--- config.mk ---
export PLATFORM = sky130hd
export DESIGN_NAME = mips6_cpu
export DESIGN_NICKNAME = d
export VERILOG_FILES = /design/src/rtl/mips6_cpu.sv
export SDC_FILE = /design/constraint.sdc
export NUM_CORES = 1
export LEC_CHECK = 0
export BUFFER_PORTS_ARGS = -buffer_cell sky130_fd_sc_hd__buf_2
export CORE_MARGIN = 8
export CORE_UTILIZATION = 35
export DETAILED_ROUTE_END_ITERATION = 7
export GPL_TIMING_DRIVEN = 0
export SLEW_MARGIN = 0
export SYNTH_ARGS = -nofsm -noshare
export SYNTH_HDL_FRONTEND = slang
export SYNTH_SLANG_ARGS = --single-unit
--- constraint.sdc ---
create_clock -name clk -period 27.1 [get_ports clk]
set_clock_uncertainty 0.1 [all_clocks]
set_input_delay 5.42 -clock clk [delete_from_list [all_inputs] [get_ports clk]]
set_output_delay 5.42 -clock clk [all_outputs]
set_load 0.02 [all_outputs]
--- src/rtl/mips6_cpu.sv ---
// Multi-cycle 16-bit core for a six-instruction ISA; each instruction runs FETCH -> DECODE -> EXEC.
// Optional: define MIPS6_HALT_EN to make opcode 1111 halt the core until reset.
module mips6_cpu #(
    parameter logic [15:0] RESET_PC = 16'h0000
) (
    input  logic        clk,
    input  logic        rst,
    input  logic [15:0] i_data,
    input  logic [15:0] r_data,
    output logic        i_rd,
    output logic        d_rd,
    output logic        d_wr,
    output logic [15:0] i_addr,
    output logic [15:0] d_addr,
    output logic [15:0] w_data
);

    typedef enum logic [1:0] {
        S_FETCH  = 2'd0,
        S_DECODE = 2'd1,
        S_EXEC   = 2'd2,
        S_HALT   = 2'd3
    } state_t;

    state_t      r_state;
    logic [15:0] r_pc;
    logic [15:0] r_ir;
    logic [15:0] r_rf [16];

    logic [3:0]  w_op;
    logic [3:0]  w_ra;
    logic [3:0]  w_rb;
    logic [3:0]  w_rc;
    logic [7:0]  w_d8;
    logic [15:0] w_sext;

    assign w_op   = r_ir[15:12];
    assign w_ra   = r_ir[11:8];
    assign w_rb   = r_ir[7:4];
    assign w_rc   = r_ir[3:0];
    assign w_d8   = r_ir[7:0];
    assign w_sext = {{8{w_d8[7]}}, w_d8};

    always_ff @(posedge clk or posedge rst) begin
        if (rst) begin
            r_state <= S_FETCH;
            r_pc    <= RESET_PC;
            r_ir    <= 16'h0000;
            for (int i = 0; i < 16; i++) begin
                r_rf[i] <= 16'h0000;
            end
        end else begin
            unique case (r_state)
                S_FETCH: begin
                    r_ir    <= i_data;
                    r_pc    <= r_pc + 16'd1;
                    r_state <= S_DECODE;
                end
                S_DECODE: begin
                    r_state <= S_EXEC;
                end
                S_EXEC: begin
                    r_state <= S_FETCH;
                    case (w_op)
                        4'h0: r_rf[w_ra] <= r_data;
                        4'h2: r_rf[w_ra] <= r_rf[w_rb] + r_rf[w_rc];
                        4'h3: r_rf[w_ra] <= w_sext;
                        4'h4: r_rf[w_ra] <= r_rf[w_rb] - r_rf[w_rc];
                        // PC already points past the JMPZ, so step back one to get its own address
                        4'h5: if (r_rf[w_ra] == 16'h0000) r_pc <= r_pc - 16'd1 + w_sext;
`ifdef MIPS6_HALT_EN
                        4'hF: r_state <= S_HALT;
`endif
                        default: ;
                    endcase
                end
                default: begin
                    r_state <= r_state;
                end
            endcase
        end
    end

    // Strobes are decoded straight from state and forced low while reset is held.
    assign i_rd   = ~rst & (r_state == S_FETCH);
    assign d_rd   = ~rst & (r_state == S_EXEC) & (w_op == 4'h0);
    assign d_wr   = ~rst & (r_state == S_EXEC) & (w_op == 4'h1);
    assign i_addr = r_pc;
    assign d_addr = {8'h00, w_d8};
    assign w_data = r_rf[w_ra];

endmodule

==> results.json <==
{
  "intPower_mw": 1.10,
  "whs_ns": 0.427,
  "h-tree-depth": 2,
  "nFillCells": 6370,
  "fin_util_pct": 40.3,
  "netlist.area_leader.share_pct": 32.0,
  "slew_headroom_pct": -7.61,
  "rr_worst_depth": 16,
  "place_ws_ns": 15.32,
  "violations": "capacitance limit, slew limit",
  "p_sw_uw": 767,
  "start_util_pct": 35.3,
  "vias": 23500,
  "port_buffers": 76,
  "cts_post_setup_buffers_inserted": 0,
  "swShare_pct": 41.0,
  "maxCapViolCount": 8,
  "synth_cell_types": 76,
  "synth_common_cells": "dfrtp_1, o21ai_0, mux4_2, nand2_1, a21oi_1",
  "cts-root-buf": "clkbuf_16",
  "critical_path_required_ns": 21.58,
  "initialDrtViolationCount": 3395,
  "status": "finished with violations",
  "clock_latency_ns": 0.60,
  "antenna_found_initial": 14,
  "ant_nets": 0,
  "grt_pass1_wl_microns": 192000,
  "arrival_ns": 6.25,
  "top_usage_layer": "met2",
  "rsz0062_at_grt": "false",
  "pwr-share-comb_pct": 37.8,
  "seq_area_frac_synth_pct": 32.0,
  "period_share_pct": 43.4,
  "rows": 93,
  "use_met2_pct": 54.0,
  "grt_pass1_vias": 22900,
  "ctsResizeCount": 0,
  "yosysMostFrequentCell": "dfrtp_1",
  "hold_depth": 2,
  "cts_hold_buf": 0,
  "track_usage_pct": 37.6,
  "clock-sinks": 290,
  "yosysWarnings": 0,
  "dieArea_sq_um": 73100,
  "synth-async-reset-ratio_pct": 100,
  "wl_per_cell_microns": 42.2,
  "cts_tree": "yes",
  "synthCells": 2323,
  "grt_overflow": 0,
  "synth_area_per_cell_sq_um": 9.75,
  "numCtsBuffers": 41,
  "chipWidth_microns": 270,
  "max_freq_mhz": 84.9,
  "hold_violations": 0,
  "die_h_microns": 270,
  "synth.area.top_cells": "dfrtp_1, mux4_2, o21ai_0",
  "grtUsageMet3_pct": 13.4,
  "powerDensity_nw_per_um2": 72.2,
  "hpwlAfterDp_microns": 104000,
  "layout_min_cycle_time_ns": 11.77,
  "hp-class": "reg2reg",
  "worst_pin_slew_ns": 1.61,
  "power.leakage_nw": 9.93,
  "crit_type": "in2out",
  "endpoint_kind": "output pin",
  "synth_top_area_cell": "dfrtp_1",
  "synth_flop_cell": "dfrtp_1",
  "grt_max_degree": 111,
  "vias_per_cell": 7.01,
  "drc": 0,
  "cp_max_fo": 3,
  "crit_path_start_kind": "input pin",
  "setup_ws_ns": 15.33,
  "synth_edf_count": 0,
  "cts.reportedPaths.clkPinSlew_ns": 0.06,
  "vdd_drop_max_v": 0.0000394,
  "clkPwrFrac_pct": 31.5,
  "setup_viol": 0,
  "drv_slew": 71,
  "firstDrtPassIters": 7,
  "use_met1_pct": 46.5,
  "seqPwrFrac_pct": 30.7,
  "drive_above_1_share_pct": 19.2,
  "synth-seq-cells": 290,
  "gp_congestion": 1.08,
  "setup-tns-final_ns": 0,
  "io_pins": 85,
  "core-area_sq_um": 64200,
  "synthToLayoutAreaGrowth_pct": 14.4,
  "syn_area_sq_um": 22600,
  "clockBufferDepth": 3,
  "fin_nets": 2569,
  "routed_wl_microns": 142000
}
==> per-layer routing <==
layer,wire length [microns],vias to the layer above
met5,55,-
met4,11800,8
met3,17300,486
met2,59100,1842
met1,53400,12000
li1,-,9218
==> power by group through the flow <==
stage                     registers, mW  logic (mW)  clock network (mW)
after CTS                         0.568       0.676               0.590
final                             0.575       0.707               0.590
after floorplan                   0.543       0.432                   0
after global placement            0.570       0.669                   0
after global routing              0.580       0.729               0.604
after detailed placement          0.575       0.673                   0
==> path summary, 6_finish.rpt <==
| path | to | start | slack (ns) |
|---|---|---|---|
| worst min-delay path | register | register | 0.43 |
| worst min register to register | register | register | 0.43 |
| max in group asynchronous | asynchronous set/reset pin | rst | 20.89 |
| worst max register to register | register | r_ir[1] | 18.31 |
| min in group asynchronous | i_addr[14] | rst | 4.86 |
| worst max-delay path | d_rd | rst | 15.33 |
==> cells in the final DEF (no fill, tap or decap), drive strengths merged, types with 26 or more instances in the layout <==
cell type	instances
a21oi	206
buf	158
nand2	214
nor2	166
o32a	26
mux4	224
o21ai	288
inv	90
dfrtp	290
nor3	31
ha	64
clkbuf	231
a22oi	32
o22a	42
a21o	27
==> cell families (layout without fill, tap and decap cells) <==
group           after synthesis  after routing  synth area share (%)
simple gates                502            502                  9.54
flops                       290            290                  32.0
fa+ha+maj                    67             67                  3.80
compound gates              859            859                  24.2
buf+inv                     329            494                  5.86
xor+xnor                     27             27                  1.08
other cells                   1             13                0.0166
mux                         248            248                  23.4
==> cell type report <==
| type | instances | area [sq um] | share of cell area, % |
|---|---|---|---|
| multi-input combinational | 1711 | 14100 | 54.5 |
| sequential | 290 | 7260 | 28.0 |
| clock buffer | 56 | 1210 | 4.69 |
| tap | 855 | 1070 | 4.13 |
| buffer | 238 | 1020 | 3.93 |
| timing repair buffer | 95 | 651 | 2.51 |
| inverter | 91 | 349 | 1.35 |
| clock inverter | 14 | 205 | 0.792 |
| antenna | 5 | 12.5 | 0.0483 |
==> stage by stage <==
step           instance area (sq um)  power (mW)  std cells
2_1_floorplan                  22700       0.976       2330
3_3_place_gp                   24100        1.24       3261
3_5_place_dp                   24500        1.25       3279
4_1_cts                        25900        1.83       3349
5_1_grt                        25900        1.91       3350
6_report                       25900        1.87       3355
==> critical path, cell delays in order <==
cell    delay [ns]
buf_2         0.14
or3_1         0.37
nor3_1        0.13
buf_2         0.19
No activity file was read; power rests on OpenSTA's default activity.
